$ cat src/rtl/debounce_pkg.sv
// -----------------------------------------------------------------------------
// debounce_pkg
//   Shared helpers for the multi-channel debouncer.
//   - clog2max(a, b): width needed to hold any value 0..max(a, b).
//   - DEF_* localparams: default timing and the counter width it implies.
// -----------------------------------------------------------------------------
package debounce_pkg;

   // Width of a counter that must reach max(a, b) inclusive.
   function automatic int clog2max(input int a, input int b);
      int m;
      m = (a > b) ? a : b;
      return $clog2(m + 1);
   endfunction

   localparam int DEF_TIME      = 5;
   localparam int DEF_HOLD_TIME = 0;
   localparam int DEF_CNT_W     = clog2max(DEF_TIME, DEF_HOLD_TIME);

endpackage : debounce_pkg

$ cat src/rtl/debounce_chan.sv
// -----------------------------------------------------------------------------
// debounce_chan
//   One debounce channel: two-flop synchroniser, tick-qualified debounce
//   counter, optional hold timer and registered one-clock event pulses.
//
//   Ports
//     clk      in  system clock
//     rst      in  synchronous, active-high reset
//     sig_in   in  raw asynchronous input
//     ms_tck   in  one-clock millisecond strobe
//     sig_out  out debounced level
//     rise     out one-clock pulse when sig_out goes 0->1
//     fall     out one-clock pulse when sig_out goes 1->0
//     held     out one-clock pulse after sig_out stays at ACTIVE for HOLD_TIME ticks
// -----------------------------------------------------------------------------
module debounce_chan
   import debounce_pkg::*;
#(
   parameter int   TIME      = DEF_TIME,
   parameter int   HOLD_TIME = DEF_HOLD_TIME,
   parameter logic ACTIVE    = 1'b1,
   parameter logic RST_VAL   = 1'b1
) (
   input  logic clk,
   input  logic rst,
   input  logic sig_in,
   input  logic ms_tck,
   output logic sig_out,
   output logic rise,
   output logic fall,
   output logic held
);

   localparam int CW = clog2max(TIME, HOLD_TIME);
   localparam logic [CW-1:0] TIME_LAST = CW'(TIME - 1);

   logic          sync1;
   logic          sync2;
   logic [CW-1:0] cnt;
   logic          upd;

   // High on the single cycle in which sig_out takes the synchronised value.
   assign upd = (sync2 != sig_out) && ms_tck && (cnt == TIME_LAST);

   always_ff @(posedge clk) begin
      if (rst) begin
         sync1   <= RST_VAL;
         sync2   <= RST_VAL;
         sig_out <= RST_VAL;
         cnt     <= '0;
         rise    <= 1'b0;
         fall    <= 1'b0;
      end else begin
         // NOTE: non-blocking assignments keep sync1->sync2 a true two-stage
         // pipeline regardless of statement order.
         sync1 <= sig_in;
         sync2 <= sync1;
         // NOTE: pulses default low every cycle so each lasts exactly one clock.
         rise  <= 1'b0;
         fall  <= 1'b0;
         if (sync2 == sig_out) begin
            // Any bounce back to the current level restarts qualification.
            cnt <= '0;
         end else if (upd) begin
            sig_out <= sync2;
            cnt     <= '0;
            rise    <= sync2;
            fall    <= ~sync2;
         end else if (ms_tck) begin
            cnt <= cnt + 1'b1;
         end
      end
   end

   generate
      if (HOLD_TIME > 0) begin : g_hold
         localparam logic [CW-1:0] HOLD_MAX  = CW'(HOLD_TIME);
         localparam logic [CW-1:0] HOLD_LAST = CW'(HOLD_TIME - 1);

         logic [CW-1:0] hcnt;

         always_ff @(posedge clk) begin
            if (rst) begin
               hcnt <= '0;
               held <= 1'b0;
            end else begin
               held <= 1'b0;
               if (upd || (sig_out != ACTIVE)) begin
                  hcnt <= '0;
               end else if (ms_tck && (hcnt != HOLD_MAX)) begin
                  // Saturation at HOLD_MAX guarantees one pulse per press.
                  hcnt <= hcnt + 1'b1;
                  if (hcnt == HOLD_LAST) held <= 1'b1;
               end
            end
         end
      end else begin : g_no_hold
         assign held = 1'b0;
      end
   endgenerate

endmodule : debounce_chan

$ cat src/rtl/debounce_multi.sv
// -----------------------------------------------------------------------------
// debounce_multi
//   CH independent debounce channels sharing clock, reset and ms tick.
//
//   Ports
//     clk      in  system clock
//     rst      in  synchronous, active-high reset
//     sig_in   in  [CH] raw asynchronous inputs
//     ms_tck   in  one-clock millisecond strobe, synchronous to clk
//     sig_out  out [CH] debounced levels
//     rise     out [CH] one-clock pulse: sig_out went 0->1
//     fall     out [CH] one-clock pulse: sig_out went 1->0
//     held     out [CH] one-clock pulse: sig_out held at ACTIVE for HOLD_TIME ticks
// -----------------------------------------------------------------------------
module debounce_multi
   import debounce_pkg::*;
#(
   parameter int   CH        = 4,
   parameter int   TIME      = DEF_TIME,
   parameter int   HOLD_TIME = DEF_HOLD_TIME,
   parameter logic ACTIVE    = 1'b1,
   parameter logic RST_VAL   = 1'b1
) (
   input  logic          clk,
   input  logic          rst,
   input  logic [CH-1:0] sig_in,
   input  logic          ms_tck,
   output logic [CH-1:0] sig_out,
   output logic [CH-1:0] rise,
   output logic [CH-1:0] fall,
   output logic [CH-1:0] held
);

   generate
      for (genvar i = 0; i < CH; i++) begin : g_chan
         debounce_chan #(
            .TIME      (TIME),
            .HOLD_TIME (HOLD_TIME),
            .ACTIVE    (ACTIVE),
            .RST_VAL   (RST_VAL)
         ) u_chan (
            .clk     (clk),
            .rst     (rst),
            .sig_in  (sig_in[i]),
            .ms_tck  (ms_tck),
            .sig_out (sig_out[i]),
            .rise    (rise[i]),
            .fall    (fall[i]),
            .held    (held[i])
         );
      end
   endgenerate

endmodule : debounce_multi

$ cat config.mk
export PLATFORM = sky130hd
export DESIGN_NAME = debounce_multi
export DESIGN_NICKNAME = d
export VERILOG_FILES = /design/src/rtl/debounce_pkg.sv /design/src/rtl/debounce_chan.sv /design/src/rtl/debounce_multi.sv
export SDC_FILE = /design/constraint.sdc
export NUM_CORES = 1
export LEC_CHECK = 0
export BUFFER_PORTS_ARGS = -buffer_cell sky130_fd_sc_hd__buf_2
export CAP_MARGIN = 20
export CORE_MARGIN = 1.5
export CORE_UTILIZATION = 55
export CTS_BUF_LIST = sky130_fd_sc_hd__clkbuf_8
export DETAILED_ROUTE_END_ITERATION = 6
export PLACE_DENSITY_LB_ADDON = 0.08
export SLEW_MARGIN = 0
export SYNTH_ARGS = -nofsm -noshare
export SYNTH_HDL_FRONTEND = slang
export SYNTH_HIERARCHICAL = 1
export SYNTH_SLANG_ARGS = --single-unit
$ cat constraint.sdc
create_clock -name clk -period 2.3 [get_ports clk]
set_input_delay 0.115 -clock clk [delete_from_list [all_inputs] [get_ports clk]]
set_output_delay 0.115 -clock clk [all_outputs]
set_load 0.05 [all_outputs]
# Word level (Yosys, flattened, before mapping)
# Index checks and enable logic that the tools add are counted.
dict set report totals {
  reg_bits 32
  in_bits 7
  elab_cells 72
}
dict set report op_classes {
  n_addsub 4
  eq_ne 12
  n_bitwise 12
  reduce_logical 20
}
# op count
set op_table {}
lappend op_table {{$reduce_or 3->1} 8}
lappend op_table {{$add 3x1->3 const B} 4}
lappend op_table {{$eq 3x3->1 const B} 4}
lappend op_table {{$not 1->1} 12}
lappend op_table {{$logic_and 1x1->1} 8}
lappend op_table {{$reduce_and 2->1} 4}
lappend op_table {{$eq 1x1->1} 4}
lappend op_table {{$ne 1x1->1} 4}

# Depth between registers and ports, before layout
dict set report depth {
  ltp_word 5
  mapped_depth 4
  ltp_nobuf 4
}

# Cells and area by module
# Netlist, hierarchy kept.
# module instances cells_each area_per_inst_um2 seq_area_each_um2
set modules_own_cells {}
lappend modules_own_cells {debounce_chan 4 32 361.6 160.2}

# Least setup slack after synthesis
# No wires, ideal clock.
dict set report synth_timing {
  path_kind {reg2reg}
  start {register g_chan[0].u_chan.sig_out}
  end {register g_chan[0].u_chan.cnt[0]}
  setup_ps 92
  arrival_time_ps 1107
  slack_ps 1101
  path_stages_with_launch 3
  path_buffers 0
  synth_period_minus_slack_ps 1199
  path_cell_list {dfxtp_1 -> xnor2_1 -> nor4_1}
}
dict set report synth_between {
  elab_chain_len 4
  word_cells_on_any_way 5
  classes_between {2 x eq/ne; 3 x reduce/logical}
}
# element line_no
set synth_lines {}
lappend synth_lines {{start: declaration} debounce_chan.sv:28} ;# output logic sig_out,
lappend synth_lines {{start signal: assignment} debounce_chan.sv:65} ;# sig_out <= sync2;
lappend synth_lines {{$ne 1x1->1} debounce_chan.sv:43} ;# assign upd = (sync2 != sig_out) && ms_tck && (cnt == TIME_LAST);
lappend synth_lines {{$logic_and 1x1->1 (2 in a row)} debounce_chan.sv:43}
lappend synth_lines {{$reduce_or 3->1 (no line) *} --}
lappend synth_lines {{end signal: assignment} debounce_chan.sv:70} ;# cnt <= cnt + 1'b1;
lappend synth_lines {{end: declaration} debounce_chan.sv:39} ;# logic [CW-1:0] cnt;
# Mark *: on every way between the ends. The rest lies on a longest branch, timed or not.
# A chain may end at the register's enable or synchronous reset.

# Final worst setup path
dict set report layout_timing {
  start {register g_chan[0].u_chan.cnt[0]}
  end {register g_chan[0].u_chan.cnt[0]}
}
dict set report layout_between {
  elab_chain_len 3
  word_cells_on_any_way 4
  classes_between {1 x add/sub; 1 x eq/ne; 2 x reduce/logical}
}
# element line_no
set layout_lines {}
lappend layout_lines {{$eq 3x3->1} debounce_chan.sv:43}
lappend layout_lines {{$logic_and 1x1->1} debounce_chan.sv:43}
lappend layout_lines {{$reduce_or 3->1 (no line)} --}
# Parallel ways exist; a longest one is shown, timed or not.

==> results.py <==
metrics = {
    "synthesis": {
        "yosysSeqAreaShare_pct": 44.29,
        "syn-num-nets": 143,
        "synthesis.area_mm2": 0.001446,
        "synth_seq_cells": 32,
        "yosysUniqueCellTypes": 18,
        "syn_inst": 128,
        "ys_warn_count": 6,
        "avgSynthCellArea_um2": 11.30,
    },
    "critical_path": {
        "worstSetupPathType": "register to register",
        "crit_slowest_cell": "dfxtp_1",
        "cp_num_buf_inv": 1,
        "ff2ff_setup_slack_ps": 1050,
        "critPathMaxStageDelay_ps": 370,
        "reg2regPathDepth": 4,
        "crit_fanout": 4,
        "timing.rr.start": "g_chan[0].u_chan/cnt[0]",
        "r2r-end": "g_chan[0].u_chan/cnt[0]",
        "critical_path.top_delay_family": "simple AND/OR/NAND/NOR gates",
        "cp.depth": 4,
        "crit_chain": "inv_1 -> ha_1 -> and3_4 -> nor4_1",
        "worst_ep_arrival_time_ps": 1430,
        "crit_path_end_kind": "register",
        "startpoint_type": "register",
        "required_ps": 2480,
    },
    "route": {
        "drtIter0Drc": 12,
        "vias": 944,
        "via_per_inst": 5.364,
        "ant_nets": 0,
        "wl_per_cell_um": 12.09,
        "routed_wirelength_um": 2128,
        "drc": 0,
        "firstDrtPassIters": 4,
    },
    "place": {
        "post-place-cells": 168,
        "io_buffers": 18,
        "dp_hpwl_um": 1459,
        "gp_congestion": 0.7408,
    },
    "sta": {
        "rsz0062_at_grt": "no",
        "finalSetupViolCount": 0,
        "tns_ps": 0,
        "report.final.hold_viol_count": 0,
        "fin_skew_ps": 2.242,
        "fin_crit_sh_pct": 54.29,
        "slew_headroom_pct": 57.23,
        "slew_viol_final": 0,
        "worst_slew_pin_slew_ps": 641.5,
        "timing.final.crit_period_ps": 1249,
        "fmax_mhz": 800.8,
    },
    "global_route": {
        "grt_overflow": 0,
        "grt_pass1_vias": 793,
        "grt_max_degree": 33,
        "grtUsageTotal_pct": 17.34,
        "grt_pass1_wl_um": 3415,
        "antenna_found_initial": 0,
    },
    "die": {
        "start_util_pct": 58.38,
        "num_io_pins": 23,
        "rows": 18,
        "die_w_um": 54.28,
        "dieHeight_um": 54.28,
        "core-area_mm2": 0.002477,
        "dieArea_mm2": 0.002946,
    },
    "min_path": {
        "min_from": "sig_in[0]",
        "hold_path_end": "g_chan[0].u_chan/sync1",
        "min_path_cells": 2,
        "hp-class": "primary input to register",
    },
    "cells_and_area": {
        "syn_to_final_growth_pct": 9.861,
        "antenna_cells": 0,
        "finalNetCount": 160,
        "ff_latch_area_um2": 640.6,
        "n_fill_cell": 215,
        "fin_cells": 176,
        "drive_above_1_share_pct": 30.14,
        "multiInputGateArea_um2": 685.7,
    },
    "cts": {
        "numClockSinks": 32,
        "cts_tree": "done",
        "htree_levels": 2,
        "ctsRootBufferMaster": "clkbuf_8",
        "cts-buffers-inserted": 5,
        "post_cts_resized": 0,
        "cts_setup_buffers": 0,
        "cts_hold_buf": 0,
        "clockBufferDepth": 2,
        "clk_latency_ps": 280,
        "clk_pin_slew_worst_paths_ps": 60,
    },
    "pwr": {
        "ir_worst_vdd_mv": 0.6465,
        "powerDensity_mw_per_mm2": 664.7,
        "leakagePower_nw": 0.6257,
        "p_total_mw": 1.056,
    },
    "run": {
        "maxCapViolCount": 0,
    },
    "outcome": {
        "status": "finished, final reports clean",
    },
}
[final cells by class]
type	instances	area share (%)
multi-input combinational	76	43.15
inverter	12	2.835
clock buffer	6	5.197
tap	30	2.362
timing repair buffer	18	5.669
sequential	32	40.32
clock inverter	2	0.4724
[layout by cell type, fill, tap and decap left out]
master,synthesis,final
buf_2,0,18
nand3b_1,4,4
inv_1,12,14
conb_1,4,4
mux2i_1,4,4
a41oi_1,4,4
a21bo_2,4,4
dfxtp_1,32,32
ha_1,8,8
xnor2_1,8,8
or2_2,8,8
nor4b_1,4,4
and3_4,4,4
a2111oi_4,4,4
clkbuf_8,0,6
o21ai_0,4,4
nand3_1,4,4
nor4_1,12,12
[per-stage QoR]
step,util (%),instance area [um2],hold WS [ps],worst slack [ps]
after floorplan,-,1446,191.2,1101
after CTS,64.14,1589,2.337,1038
after global placement,60.51,1499,301.6,1113
final,64.14,1589,11.07,1051
after global routing,64.14,1589,4.565,969.8
after detailed placement,60.51,1499,302.0,1052
[power by group]
group	internal [mW]	leakage [nW]	switching, mW
clock	0.235	0.0538	0.194
sequential	0.562	0.260	0.00512
combinational	0.0190	0.312	0.0414
total	0.816	0.626	0.241
[layer usage]
layer / share of wire (%) / up-vias / global-route usage, % / routed length [um]
li1: - / 482 / - / -
met1: 46 / 433 / 20.03 / 984
met2: 45 / 24 / 25.30 / 966
met3: 6.4 / 5 / 10.11 / 137
met4: 1.8 / 0 / 8.750 / 39
met5: 0 / - / 0 / 0
[flip-flops by register name, summed over array words and instances, names as in the netlist]
name,flops
g_chan.u_chan/cnt,12
g_chan.u_chan/fall,4
g_chan.u_chan/rise,4
g_chan.u_chan/sig_out,4
g_chan.u_chan/sync1,4
g_chan.u_chan/sync2,4
[cells in the mapped netlist, drive strengths merged]
| cell | n | area, um2 |
|---|---|---|
| a21bo | 4 | 40.04 |
| dfxtp | 32 | 640.6 |
| conb | 4 | 15.01 |
| and3 | 4 | 45.04 |
| or2 | 8 | 50.05 |
| a41oi | 4 | 35.03 |
| nand3 | 4 | 20.02 |
| mux2i | 4 | 40.04 |
| inv | 12 | 45.04 |
| o21ai | 4 | 20.02 |
| a2111oi | 4 | 110.1 |
| ha | 8 | 100.1 |
| nand3b | 4 | 30.03 |
| nor4 | 12 | 75.07 |
| xnor2 | 8 | 70.07 |
| nor4b | 4 | 35.03 |
| buf | 8 | 75.07 |
[worst max-delay path by stage]
stage                        startpoint                 endpoint
3_3_place_gp                     ms_tck  g_chan[2].u_chan/cnt[2]
3_5_place_dp    g_chan[0].u_chan/cnt[0]  g_chan[0].u_chan/cnt[0]
4_1_cts         g_chan[0].u_chan/cnt[0]  g_chan[0].u_chan/cnt[0]
5_1_grt         g_chan[1].u_chan/cnt[0]  g_chan[1].u_chan/cnt[1]
6_report        g_chan[0].u_chan/cnt[0]  g_chan[0].u_chan/cnt[0]
2_1_floorplan  g_chan[0].u_chan/sig_out  g_chan[0].u_chan/cnt[0]
[kinds of logic (layout without fill, tap and decap cells)]
| logic type | after synthesis | in the layout | synth area share [%] |
|---|---|---|---|
| xor+xnor | 8 | 8 | 4.844 |
| other cells | 4 | 4 | 1.038 |
| mux | 4 | 4 | 2.768 |
| fa+ha+maj | 8 | 8 | 6.921 |
| compound gates | 16 | 16 | 14.19 |
| flops | 32 | 32 | 44.29 |
| simple gates | 36 | 36 | 17.65 |
| buf+inv | 20 | 38 | 8.304 |
Note: power is estimated with default switching activity, not from simulation.
